**src/rtl/nim_match_ctrl.sv**
```systemverilog
// ============================================================================
// Module   : nim_match_ctrl
// Purpose  : Match-level controller for the Nim game. It launches rounds,
//            runs the per-turn countdown and awards round points. It ends
//            the match at WIN_SCORE and drives two BCD turn-time digits.
// Options  : NIM_TURN_TIMER_EN - compiles in the turn timer, the prescaler
//            and the timeout path. When undefined, rounds end only via
//            round_over_i and the digits are constant.
// Revision : 1.0 - initial release
// ============================================================================
`default_nettype none

module nim_match_ctrl #(
  parameter int unsigned TICK_DIV     = 100_000_000,
  parameter int unsigned TURN_SECONDS = 15,
  parameter int unsigned WIN_SCORE    = 5
) (
  input  logic       clk,
  input  logic       reset,
  input  logic       start_i,
  input  logic       move_done_i,
  input  logic       round_over_i,
  input  logic       winner_i,
  input  logic       player_turn_i,
  output logic       game_start_o,
  output logic       inc_left_o,
  output logic       inc_right_o,
  output logic       timeout_o,
  output logic [3:0] sec_tens_o,
  output logic [3:0] sec_ones_o,
  output logic [3:0] score_left_o,
  output logic [3:0] score_right_o,
  output logic       match_over_o
);

  localparam logic [3:0] c_TENS = 4'(TURN_SECONDS / 10);
  localparam logic [3:0] c_ONES = 4'(TURN_SECONDS % 10);
  localparam logic [3:0] c_WIN  = 4'(WIN_SCORE);

  typedef enum logic [2:0] {
    S_IDLE   = 3'd0,
    S_LAUNCH = 3'd1,
    S_PLAY   = 3'd2,
    S_AWARD  = 3'd3,
    S_CHECK  = 3'd4,
    S_BREAK  = 3'd5,
    S_DONE   = 3'd6
  } state_t;

  state_t     state_q;
  logic       game_start_q;
  logic       inc_left_q;
  logic       inc_right_q;
  logic       match_over_q;
  logic       win_q;          // latched round winner, 1 = right
  logic [3:0] score_left_q;
  logic [3:0] score_right_q;

`ifdef NIM_TURN_TIMER_EN
  localparam int unsigned c_PW = (TICK_DIV > 1) ? $clog2(TICK_DIV) : 1;

  logic [c_PW-1:0] presc_q;
  logic [3:0]      tens_q;
  logic [3:0]      ones_q;
  logic            timeout_q;
  logic            tick_d;
  logic            timer_zero_d;
  logic [3:0]      tens_dec_d;
  logic [3:0]      ones_dec_d;

  // Tick detect and one-step BCD decrement of the turn timer
  always_comb begin
    tick_d       = (presc_q == c_PW'(TICK_DIV - 1));
    timer_zero_d = (tens_q == 4'd0) && (ones_q == 4'd0);
    if (ones_q == 4'd0) begin
      ones_dec_d = 4'd9;
      tens_dec_d = tens_q - 4'd1;
    end else begin
      ones_dec_d = ones_q - 4'd1;
      tens_dec_d = tens_q;
    end
  end
`endif

  // Match FSM with registered pulse outputs, scores and turn timer
  always_ff @(posedge clk) begin
    if (reset) begin
      state_q       <= S_IDLE;
      game_start_q  <= 1'b0;
      inc_left_q    <= 1'b0;
      inc_right_q   <= 1'b0;
      match_over_q  <= 1'b0;
      win_q         <= 1'b0;
      score_left_q  <= 4'd0;
      score_right_q <= 4'd0;
`ifdef NIM_TURN_TIMER_EN
      timeout_q     <= 1'b0;
      presc_q       <= '0;
      tens_q        <= c_TENS;
      ones_q        <= c_ONES;
`endif
    end else begin
      // Pulses last exactly one cycle unless re-asserted below
      game_start_q <= 1'b0;
      inc_left_q   <= 1'b0;
      inc_right_q  <= 1'b0;
`ifdef NIM_TURN_TIMER_EN
      timeout_q    <= 1'b0;
`endif
      case (state_q)
        S_IDLE, S_DONE: begin
          if (start_i) begin
            state_q       <= S_LAUNCH;
            score_left_q  <= 4'd0;
            score_right_q <= 4'd0;
            match_over_q  <= 1'b0;
          end
        end
        S_BREAK: begin
          if (start_i) state_q <= S_LAUNCH;
        end
        S_LAUNCH: begin
          game_start_q <= 1'b1;
          state_q      <= S_PLAY;
`ifdef NIM_TURN_TIMER_EN
          tens_q       <= c_TENS;
          ones_q       <= c_ONES;
          presc_q      <= '0;
`endif
        end
        S_PLAY: begin
          // A finished round beats both a move commit and a timeout
          if (round_over_i) begin
            win_q   <= winner_i;
            state_q <= S_AWARD;
          end
`ifdef NIM_TURN_TIMER_EN
          else if (move_done_i) begin
            tens_q  <= c_TENS;
            ones_q  <= c_ONES;
            presc_q <= '0;
          end else if (tick_d) begin
            presc_q <= '0;
            if (timer_zero_d) begin
              // The player who ran out of time loses the round
              win_q     <= ~player_turn_i;
              timeout_q <= 1'b1;
              state_q   <= S_AWARD;
            end else begin
              tens_q <= tens_dec_d;
              ones_q <= ones_dec_d;
            end
          end else begin
            presc_q <= presc_q + 1'b1;
          end
`endif
        end
        S_AWARD: begin
          if (win_q) begin
            inc_right_q <= 1'b1;
            if (score_right_q < c_WIN) score_right_q <= score_right_q + 4'd1;
          end else begin
            inc_left_q <= 1'b1;
            if (score_left_q < c_WIN) score_left_q <= score_left_q + 4'd1;
          end
          state_q <= S_CHECK;
        end
        S_CHECK: begin
          if ((win_q ? score_right_q : score_left_q) == c_WIN) begin
            state_q      <= S_DONE;
            match_over_q <= 1'b1;
          end else begin
            state_q <= S_BREAK;
          end
        end
        default: state_q <= S_IDLE;
      endcase
    end
  end

  assign game_start_o  = game_start_q;
  assign inc_left_o    = inc_left_q;
  assign inc_right_o   = inc_right_q;
  assign match_over_o  = match_over_q;
  assign score_left_o  = score_left_q;
  assign score_right_o = score_right_q;

`ifdef NIM_TURN_TIMER_EN
  assign timeout_o  = timeout_q;
  assign sec_tens_o = tens_q;
  assign sec_ones_o = ones_q;
`else
  assign timeout_o  = 1'b0;
  assign sec_tens_o = c_TENS;
  assign sec_ones_o = c_ONES;
`endif

endmodule

`default_nettype wire

```
**config.mk**
```make
export PLATFORM = sky130hd
export DESIGN_NAME = nim_match_ctrl
export DESIGN_NICKNAME = d
export VERILOG_FILES = /design/src/rtl/nim_match_ctrl.sv
export SDC_FILE = /design/constraint.sdc
export NUM_CORES = 1
export LEC_CHECK = 0
export ABC_AREA = 0
export ABC_CLOCK_PERIOD_IN_PS = 1850
export CAP_MARGIN = 0
export CORE_MARGIN = 3
export CORE_UTILIZATION = 45
export DETAILED_ROUTE_END_ITERATION = 8
export GPL_TIMING_DRIVEN = 0
export PLACE_DENSITY_LB_ADDON = 0.08
export SYNTH_ARGS = -nofsm -noshare
export SYNTH_HDL_FRONTEND = slang
export SYNTH_SLANG_ARGS = --single-unit
```
**constraint.sdc**
```tcl
create_clock -name clk -period 1.85 [get_ports clk]
set_clock_uncertainty 0.2 [all_clocks]
set_input_delay 0.555 -clock clk [delete_from_list [all_inputs] [get_ports clk]]
set_output_delay 0.555 -clock clk [all_outputs]
set_load 0.01 [all_outputs]
```
### Word level (Yosys, flattened, before mapping)

Cells that the tools add are included.

| operators by class | value |
|---|---|
| reduce and logical (&&, ||, !) cells | 11 |
| multiplexer cells | 18 |
| magnitude comparators | 2 |
| equal/unequal tests | 15 |
| bitwise operators | 1 |
| $add $sub $neg | 2 |

Operator list:

| operator | number |
|---|---|
| $mux W4 | 6 |
| $pmux W4 S2 | 2 |
| $pmux W3 S5 | 1 |
| $ne A2 B2 Y1 const B | 7 |
| $eq A3 B3 Y1 const B | 3 |
| $add A4 B1 Y4 const B | 2 |
| $lt A4 B3 Y1 const B | 2 |
| $reduce_and A4 Y1 | 2 |
| $eq A3 B2 Y1 const B | 2 |
| $mux W3 | 2 |
| $mux W1 | 5 |
| $eq A4 B3 Y1 const B | 1 |
| $reduce_and A2 Y1 | 2 |
| $reduce_bool A2 Y1 | 2 |
| $reduce_or A2 Y1 | 2 |
| $eq A3 B1 Y1 const B | 1 |
| $logic_not A3 Y1 | 1 |
| $reduce_and A3 Y1 | 1 |
| $reduce_or A3 Y1 | 1 |
| $mux W2 | 1 |
| $ne A2 B1 Y1 const B | 1 |
| $pmux W1 S2 | 1 |
| $not A1 Y1 | 1 |

| word-level totals | value |
|---|---|
| logic and storage cells | 57 |
| flip-flop bits (word level) | 16 |
| output and inout port bits | 21 |
| input bits | 7 |

### Longest topological paths before layout

| logic depth | value |
|---|---|
| depth in word-level cells | 4 |
| gate-level depth with buffers | 6 |
| gate-level depth less buffers | 6 |

### Least setup slack after synthesis

No wires, ideal clock.

| path | value |
|---|---|
| path type | register to register |
| from | register score_left_q[0], in the netlist score_left_o[0] |
| to | register score_left_q[3], in the netlist score_left_o[3] |
| path buffers | 0 |
| slack | 351 ps |
| required time | 1,535 ps |
| stages on the path, launching flop included | 7 |
| library setup time | 115 ps |
| clock period less this slack | 1,499 ps |
| data arrival time | 1,185 ps |
| cell sequence | dfxtp_1 inv_1 ha_1 nand2b_1 nand3_1 nor2_1 o21a_1 |

| on the way | value |
|---|---|
| longest elaborated chain between the ends | 4 |
| elaborated cells on any way between the ends | 7 |
| those cells by class | add/sub (1); order compare (1); eq/ne (1); mux (3); reduce/logical (1) |

RTL lines:

| item | RTL line | RTL |
|---|---|---|
| start, declared | 56 | `logic [3:0] score_left_q;` |
| start signal, assigned | 164 | `if (score_left_q < c_WIN) score_left_q <= score_left_q + 4'd1;` |
| $add A4 B1 Y4 | 164 |  |
| $mux W4 | 164 |  |
| $mux W4 | 159 | `if (win_q) begin` |
| $pmux W4 S2 | 110 | `case (state_q)` |

Several ways; a longest one is shown, not always the timed one. The select of a mux whose other input is x is not followed.
A chain may end at the register's enable or synchronous reset.

### Worst setup path after layout

| path | value |
|---|---|
| from | input start_i |
| to | register score_right_q[0], in the netlist score_right_o[0] |

| on the way | value |
|---|---|
| longest elaborated chain between the ends | 2 |

RTL lines:

| item | RTL line | RTL |
|---|---|---|
| start, declared | 20 | `input logic start_i,` |
| $ne A2 B2 Y1 (no source line) | -- |  |
| $reduce_and A4 Y1 (no source line) | -- |  |
| end signal, assigned | 161 | `if (score_right_q < c_WIN) score_right_q <= score_right_q + 4'd1;` |
| end, declared | 57 | `logic [3:0] score_right_q;` |

No other way between the ends.

==> metrics.txt <==
routed wire length 1713 µm; asr flop ratio synth 0; hpwl dp about 1300 µm; Setup violations, final 0; crit path launch start_i; most frequent cells after synthesis dfxtp_1, buf_4, nor2_1, nand3_1; largest net degree at the start of global routing 11; Synth Register Bits 16; CP arrival 1.73 ns; Starting Density 0.4968; DR vias 741; Setup WS post-layout 0.1064 ns; Tcrit/Tclk final 0.9425; sequential area share after synthesis 0.3616; Util after Layout 0.6365; PortBufs 16; chip height 50.37 µm; antenna-violating nets left 0; final net count 139; most numerous cell in the Yosys netlist dfxtp_1; drt first pass iters 4; total gr overflow 0; ys flop type dfxtp_1; global-route wire length before repair 3160 µm; num rows 15; later-pin clock latency in the skew report roughly 0.28 ns; dominant cell type by area after synthesis dfxtp_1; min-delay worst type reg2reg; Slew Limit Fails 0; die area 2537 µm²; unrepaired setup endpoints after global routing no; Total GRT Usage 0.1557; Hold Vio Cnt, Final 0; worst-path maximum fanout 9; CTS root buffer clkbuf_4; # DRC 0; Vias/cell 4.875; final non-filler cell total 152; antenna violations before repair 0; run status completed; CTS tree yes; top post-synthesis cells by area dfxtp_1, buf_4, ha_1, nand3_1, nor2_1; power per cell area 631.8 nW/µm²; WP data required 1.84 ns; crit end category flop; n_diodes 0; cells after synthesis 100; DP Worst Slack -0.2766 ns; layout cells sized above 1 0.2598; Hold Startpoint match_over_o; routed wire length per instance 11.27 µm; Static Leak between 0.5 and 0.6 nW; Mapped Area 885.9 µm²; Max VDD drop 0.0003193 V; Die Wd 50.37 µm; Reg clk slew, reported paths ~0.10 ns; Core Box Area 1783 µm²; vias in the first global route 702; Worst R2R Start win_q; Placed Cells 148; gp weighted congestion roughly 0.83; number of clock sinks 16; startpoint types input pin; # H-tree levels 1; Avg Cell Area, Syn 8.859 µm²; max frequency 573.5 MHz; count of warnings emitted by yosys 0; Setup Crit Path Kind in2reg; Area Overhead vs Synth 28.11%; EDFF count, synth 0; Tmin final 1.744 ns; top cell type's share of synthesized area 0.3616; IO Pins 28; number of max-cap violations 0; clock tree buffer depth 2; Hold Buf Count CTS 0; TritonCTS buffer count 3; Netlist cell types 35; Tot Pwr 0.0007170 W; initial DRC count 3
==> registers in the layout, indices dropped and copies added, names as in the netlist <==
register	count
game_start_o	1
inc_left_o	1
inc_right_o	1
match_over_o	1
score_left_o	4
score_right_o	4
state_q	3
win_q	1
==> cell families after synthesis <==
| family | synth area share |
|---|---|
| AND/OR/NAND/NOR | 0.2429 |
| XOR/XNOR | 0.02967 |
| AO/OA/AOI/OAI | 0.1681 |
| buffers and inverters | 0.1328 |
| other | 0.008478 |
| adder cells (fa/ha/maj) | 0.05650 |
| flip-flops | 0.3616 |
==> where the power goes <==
part	internal [W]	total, W	switching [W]
Clock	0.000120	0.000237	0.000117
Combinational	0.0000551	0.000121	0.0000664
Sequential	0.000354	0.000359	0.00000475
==> cell type report <==
type                       instances  area (µm²)
sequential                        16       329.1
inverter                           6       25.02
buffer                            13       93.84
timing repair buffer              16       145.1
clock buffer                       4       36.28
multi-input combinational         72       474.2
tap                               25       31.28
fill                             169       648.1
==> worst paths after layout <==
check	slack, ns	to	cells past startpoint
max	0.11	score_right_o[0]	5
min	0.30	match_over_o	1
max reg2reg	0.34	score_right_o[0]	3
min reg2reg	0.30	match_over_o	1
==> worst max-delay path, stage by stage <==
cell,delay [ns]
clkdlybuf4s50_1,0.49
and2b_2,0.26
a21oi_4,0.25
nand3_1,0.11
o31ai_1,0.08
==> what timing repair did <==
item	4_1_cts	5_1_grt
buffers inserted	0	0
setup endpoints to repair	12	1
resized for setup	19	2
hold endpoints to repair	0	0
gates cloned	0	0
==> layout by cell type (no fill, tap or decap), types with 2 or more instances in the layout <==
cell type        count
nand2b_1             4
nand2_1              2
nor2_1               9
nand4_1              2
and2_1               3
ha_1                 4
o21a_1               2
o21ai_0              5
xnor2_1              3
buf_4                9
dlygate4sd2_1       12
conb_1               9
a21oi_1              4
dfxtp_1              9
clkdlybuf4s50_1      4
o31ai_1              2
inv_1                5
buf_2                2
clkbuf_4             3
dfxtp_2              7
nand3_1              8
==> metrics by stage <==
step                      TNS, ns  hold slack (ns)  cell area (µm²)
after detailed placement   -2.317           0.2854             1104
final                           0           0.2976             1135
after CTS                       0           0.3046             1134
after floorplan                 0           0.2843            912.1
after global placement     -2.108           0.2682             1104
after global routing            0           0.3365             1135
==> metal layers <==
metal | vias to the layer above | routed length, µm | track usage
met2 | 17 | 823 | 0.2543
met1 | 344 | 788 | 0.2073
met3 | 2 | 89 | 0.02671
met4 | 0 | 12 | 0.04933
li1 | 378 | - | -
met5 | - | 0 | 0
Note: power is estimated with default switching activity, not from simulation.
